File: src/rtl/vc_packetizer.sv
// rtl/vc_packetizer.sv - splits one wide message into NoC flits sent on a single VC
// under per-VC credit flow control.
module vc_packetizer #(
  parameter int N_ADDR_WIDTH    = 4,
  parameter int VC_ADDR_WIDTH   = 2,
  parameter int FLIT_DATA_WIDTH = 128,
  parameter int NUM_FLITS       = 4,
  parameter int BUFFER_DEPTH    = 8
) (
  input  logic                                                    clk,
  input  logic                                                    rst,
  input  logic [NUM_FLITS*FLIT_DATA_WIDTH-1:0]                    data_in,
  input  logic [N_ADDR_WIDTH-1:0]                                 dest_in,
  input  logic [VC_ADDR_WIDTH-1:0]                                vc_in,
  input  logic                                                    valid_in,
  output logic                                                    ready_out,
  output logic [3+VC_ADDR_WIDTH+N_ADDR_WIDTH+FLIT_DATA_WIDTH-1:0] flit_out,
  input  logic [(2**VC_ADDR_WIDTH)-1:0]                           credit_in
);

  localparam int NUM_VC = 2 ** VC_ADDR_WIDTH;
  localparam int FLIT_W = 3 + VC_ADDR_WIDTH + N_ADDR_WIDTH + FLIT_DATA_WIDTH;
  localparam int CRED_W = $clog2(BUFFER_DEPTH + 1);
  localparam int K_W    = (NUM_FLITS > 1) ? $clog2(NUM_FLITS) : 1;

  typedef enum logic {
    IDLE = 1'b0,
    SEND = 1'b1
  } state_t;

  state_t                                       state_q;
  logic [NUM_FLITS-1:0][FLIT_DATA_WIDTH-1:0]    data_q;
  logic [N_ADDR_WIDTH-1:0]                      dest_q;
  logic [VC_ADDR_WIDTH-1:0]                     vc_q;
  logic [K_W-1:0]                               k_q;
  logic [FLIT_W-1:0]                            flit_q;
  logic [CRED_W-1:0]                            credit_q [NUM_VC];
  logic [CRED_W-1:0]                            credit_d [NUM_VC];

  logic                                         accept;
  logic                                         can_send;
  logic                                         last_flit;
  logic [K_W-1:0]                               slice_idx;
  logic [FLIT_W-1:0]                            flit_d;

  assign ready_out = (state_q == IDLE) && !rst;
  assign accept    = valid_in && ready_out;
  assign flit_out  = flit_q;

  // The send decision only looks at the registered counter, so a credit
  // returned this cycle becomes spendable on the following one.
  assign can_send  = (state_q == SEND) && (credit_q[vc_q] != '0);
  assign last_flit = (k_q == K_W'(NUM_FLITS - 1));

  // Flit 0 carries the most-significant slice of the message.
  assign slice_idx = K_W'(NUM_FLITS - 1) - k_q;

  always_comb begin
    flit_d = {1'b1, (k_q == '0), last_flit, vc_q, dest_q, data_q[slice_idx]};
  end

  always_comb begin
    for (int v = 0; v < NUM_VC; v++) begin
      credit_d[v] = credit_q[v];
      if (can_send && (vc_q == VC_ADDR_WIDTH'(v))) begin
        if (!credit_in[v]) begin
          credit_d[v] = credit_q[v] - CRED_W'(1);
        end
      end else if (credit_in[v] && (credit_q[v] != CRED_W'(BUFFER_DEPTH))) begin
        credit_d[v] = credit_q[v] + CRED_W'(1);
      end
    end
  end

  always_ff @(posedge clk) begin
    if (rst) begin
      for (int v = 0; v < NUM_VC; v++) begin
        credit_q[v] <= CRED_W'(BUFFER_DEPTH);
      end
    end else begin
      for (int v = 0; v < NUM_VC; v++) begin
        credit_q[v] <= credit_d[v];
      end
    end
  end

  // Holding registers are only meaningful after an accept, so they carry no reset.
  always_ff @(posedge clk) begin
    if (accept) begin
      data_q <= data_in;
      dest_q <= dest_in;
      vc_q   <= vc_in;
    end
  end

  always_ff @(posedge clk) begin
    if (rst) begin
      state_q <= IDLE;
      k_q     <= '0;
      flit_q  <= '0;
    end else begin
      case (state_q)
        IDLE: begin
          flit_q <= '0;
          if (valid_in) begin
            k_q     <= '0;
            state_q <= SEND;
          end
        end
        SEND: begin
          if (can_send) begin
            flit_q <= flit_d;
            k_q    <= k_q + K_W'(1);
            if (last_flit) begin
              state_q <= IDLE;
            end
          end else begin
            flit_q <= '0;
          end
        end
        default: begin
          state_q <= IDLE;
          flit_q  <= '0;
        end
      endcase
    end
  end

endmodule

File: config.mk
export PLATFORM = sky130hd
export DESIGN_NAME = vc_packetizer
export DESIGN_NICKNAME = d
export VERILOG_FILES = /design/src/rtl/vc_packetizer.sv
export SDC_FILE = /design/constraint.sdc
export NUM_CORES = 1
export LEC_CHECK = 0
export ABC_AREA = 0
export CAP_MARGIN = 5
export CORE_AREA = 2 2 259 261
export DETAILED_ROUTE_END_ITERATION = 12
export DIE_AREA = 0 0 261 263
export PLACE_DENSITY = 0.73
export SYNTH_ARGS = -nofsm -noshare
export SYNTH_HDL_FRONTEND = slang
export SYNTH_SLANG_ARGS = --single-unit
File: constraint.sdc
create_clock -name clk -period 32.6 [get_ports clk]
set_input_delay 6.52 -clock clk [delete_from_list [all_inputs] [get_ports clk]]
set_output_delay 6.52 -clock clk [all_outputs]
set_load 0.02 [all_outputs]
==> impl_metrics.yaml <==
routing:
  wirelength_met1_um: 20900
  dr_wl_met2_um: 31800
  totalWireLength_um: 59300
  drc: 0
  detail_route.first_pass.iterations: 5
  drtIter0Drc: 819
  ant_nets: 0
  highest_layer: "met5"
  wl_met3_um: 4730
  wl_per_cell_um: 21.4
  vias_per_cell: 4.68
  vias: 13000
hold_path:
  min_path_type: "reg -> reg"
  hold_path_depth: 1
  hold_path_end: "flit_out[128]"
  hp-start: "dest_q[0]"
cts:
  cts_tree: "yes"
  cts.repair.resized: 0
  clock_latency_ns: 0.62
  clk_pin_slew_ns: 0.06
  ctsHoldBuffers: 0
  cts_sinks: 676
  htree_levels: 3
  numCtsBuffers: 73
  root_buffer: "clkbuf_16"
  postCtsSetupBuffers: 0
  clockBufferDepth: 3
synth:
  synthAdderAreaFrac_pct: 0.862
  yosysWarningCount: 0
  ys_types: 39
  synth_xor_area_share_pct: 0.294
  synth_top_family_by_area: "multiplexers"
  yosysTopAreaCell: "edfxtp_1"
  synth_compound_area_share_pct: 1.71
  synth-simple-area-share_pct: 4.64
  postSynthCellCount: 1137
  ys_top_cells_by_area: "edfxtp_1, dfxtp_1, mux4_2"
  synth_area_per_cell_um2: 20.9
  synth_seq_cells: 676
  synth_nets: 1676
  synth.cell_area_um2: 23800
  yosys.area.top_type_share_pct: 65.3
  yosysSeqAreaShare_pct: 78.6
  synth_mux_area_share_pct: 12.8
timing:
  whs_ns: 0.438
  fmax_mhz: 68.8
  finalSetupViolCount: 0
  finalClockSkew_ns: 0.0356
  rsz0062_at_grt: "false"
  hold_viol: 0
  post-route-period-util_pct: 44.6
  tightest_slew_ns: 1.20
  slew_headroom_pct: 19.9
  drv_slew: 0
  finalSetupTns_ns: 0
  period_needed_ns: 14.53
floorplan:
  initial_core_util_pct: 36.3
  fp.dieH_um: 263
  core_area_um2: 65600
  ioPinCount: 663
  die_x_um: 261
  fp-row-count: 94
  dieArea_um2: 68600
placed_design:
  placed_area_um2: 31400
  place.gp.congestion: 0.798
  dp_hpwl_um: 41900
  dpl.cell_count: 2627
  portBuffers: 662
worst_setup_path:
  crit_slowest_cell: "clkdlybuf4s50_1"
  startpoint: "rst"
  critical-path-top-delay-family: "buffers and inverters"
  cpMostUsedCell: "clkdlybuf4s50_1"
  crit_type: "in -> out"
  cp-start-kind: "input port"
  reg2reg_depth: 4
  crit_fanout: 34
  slowest_delay_ns: 0.56
  crit_buf_inv: 3
  rr_endpoint: "data_q[432]"
  worstPathCellList: "clkdlybuf4s50_1, buf_4, nor2_1, clkdlybuf4s50_1"
  endpoint_kind: "primary output"
  required_ns: 26.08
  r2r-start: "state_q"
  worstPathArrival_ns: 8.01
  reg2reg_slack_ns: 29.24
global_route:
  grt_max_degree: 189
  antenna_found_initial: 17
  grt_pass1_vias: 14100
  track_usage_pct: 17.1
  grt-ovfl-total: 0
  grt_pass1_wl_um: 86700
finish:
  final_common_cell: "clkdlybuf4s50_1"
  final_nets: 2377
  stdcell_count: 2771
  syn_to_final_growth_pct: 42.5
  fin_util_pct: 51.7
  final_cell_area_um2: 33900
  final_cell_mix: "clkdlybuf4s50_1, edfxtp_1, dfxtp_1, and2_1, mux4_2"
  drive_above_1_share_pct: 14.7
run_status:
  outcome: "finished, final reports clean"
job:
  maxCapViolCount: 0
pwr:
  p_per_area_nw_per_um2: 58.5
  p_leak_nw: 11.5
  ir_drop_mv: 0.0494
## through the flow
step                worst slack, ns  total power (W)
detailed placement            18.08          0.00118
finish                        18.07          0.00198
floorplan                      9.26          0.00110
global route                  18.01          0.00206
CTS                           18.06          0.00201
global placement              18.10          0.00117
## Yosys cell counts, drive strengths merged
cell type / n
a21o: 4
clkbuf: 48
nand2: 14
o2111ai: 6
dfxtp: 158
o32ai: 8
nand3: 2
o21ai: 3
and2: 136
a31o: 1
nor2b: 6
ha: 10
nor3: 5
o211ai: 3
o311a: 4
xor2: 4
edfxtp: 518
clkinv: 1
nand2b: 2
mux2i: 4
buf: 1
nor3b: 4
a2111o: 4
mux2: 9
mux4: 128
a21oi: 6
fa: 4
nor2: 14
xnor2: 4
inv: 20
a221oi: 2
or2: 4
## per-layer routing
metal / vias to the layer above / GRT usage [%]
met1: 6489 / 18.8
met5: - / 0
met3: 117 / 5.29
li1: 5876 / -
met4: 10 / 7.43
met2: 487 / 30.2
## state kept, by name, summed over array words and instances, names as in the netlist, named ones only
signal,flops
dest_q,4
credit_q,16
data_q,512
vc_q,2
flit_out,137
state_q,1
k_q,2
## report_power, final
part / leakage [nW] / switching (W) / internal [W] / total [W]
registers: 6.09 / 0.0000137 / 0.000973 / 0.000987
logic: 4.18 / 0.0000667 / 0.000104 / 0.000170
clock network: 1.19 / 0.000341 / 0.000485 / 0.000826
total: 11.5 / 0.000421 / 0.00156 / 0.00198
## worst max path at each step
| stage | end | depth (start not counted) | slack [ns] |
|---|---|---|---|
| after detailed placement | ready_out | 4 | 18.08 |
| after global routing | ready_out | 4 | 18.01 |
| after floorplan | register | 5 | 9.26 |
| final | ready_out | 4 | 18.07 |
| after global placement | ready_out | 4 | 18.10 |
| after CTS | ready_out | 4 | 18.06 |
## cells by family (layout without fill, tap and decap cells)
| kind of cell | count (synthesis) | count (layout) |
|---|---|---|
| compound gates | 41 | 41 |
| xor+xnor | 8 | 8 |
| fa+ha+maj | 14 | 14 |
| buf+inv | 70 | 830 |
| flops | 676 | 676 |
| mux | 141 | 141 |
| other cells | 0 | 10 |
| simple gates | 187 | 187 |
## cell type report
class / count / area, µm²
diodes: 10 / 25.0
clock inverters: 30 / 357
well taps: 864 / 1080
fillers: 5219 / 31700
flip-flops and latches: 676 / 18700
repair buffers: 675 / 6740
inverters: 21 / 78.8
clock buffers: 104 / 2100
multi-input cells: 391 / 4830
No activity file was read; power rests on OpenSTA's default activity.
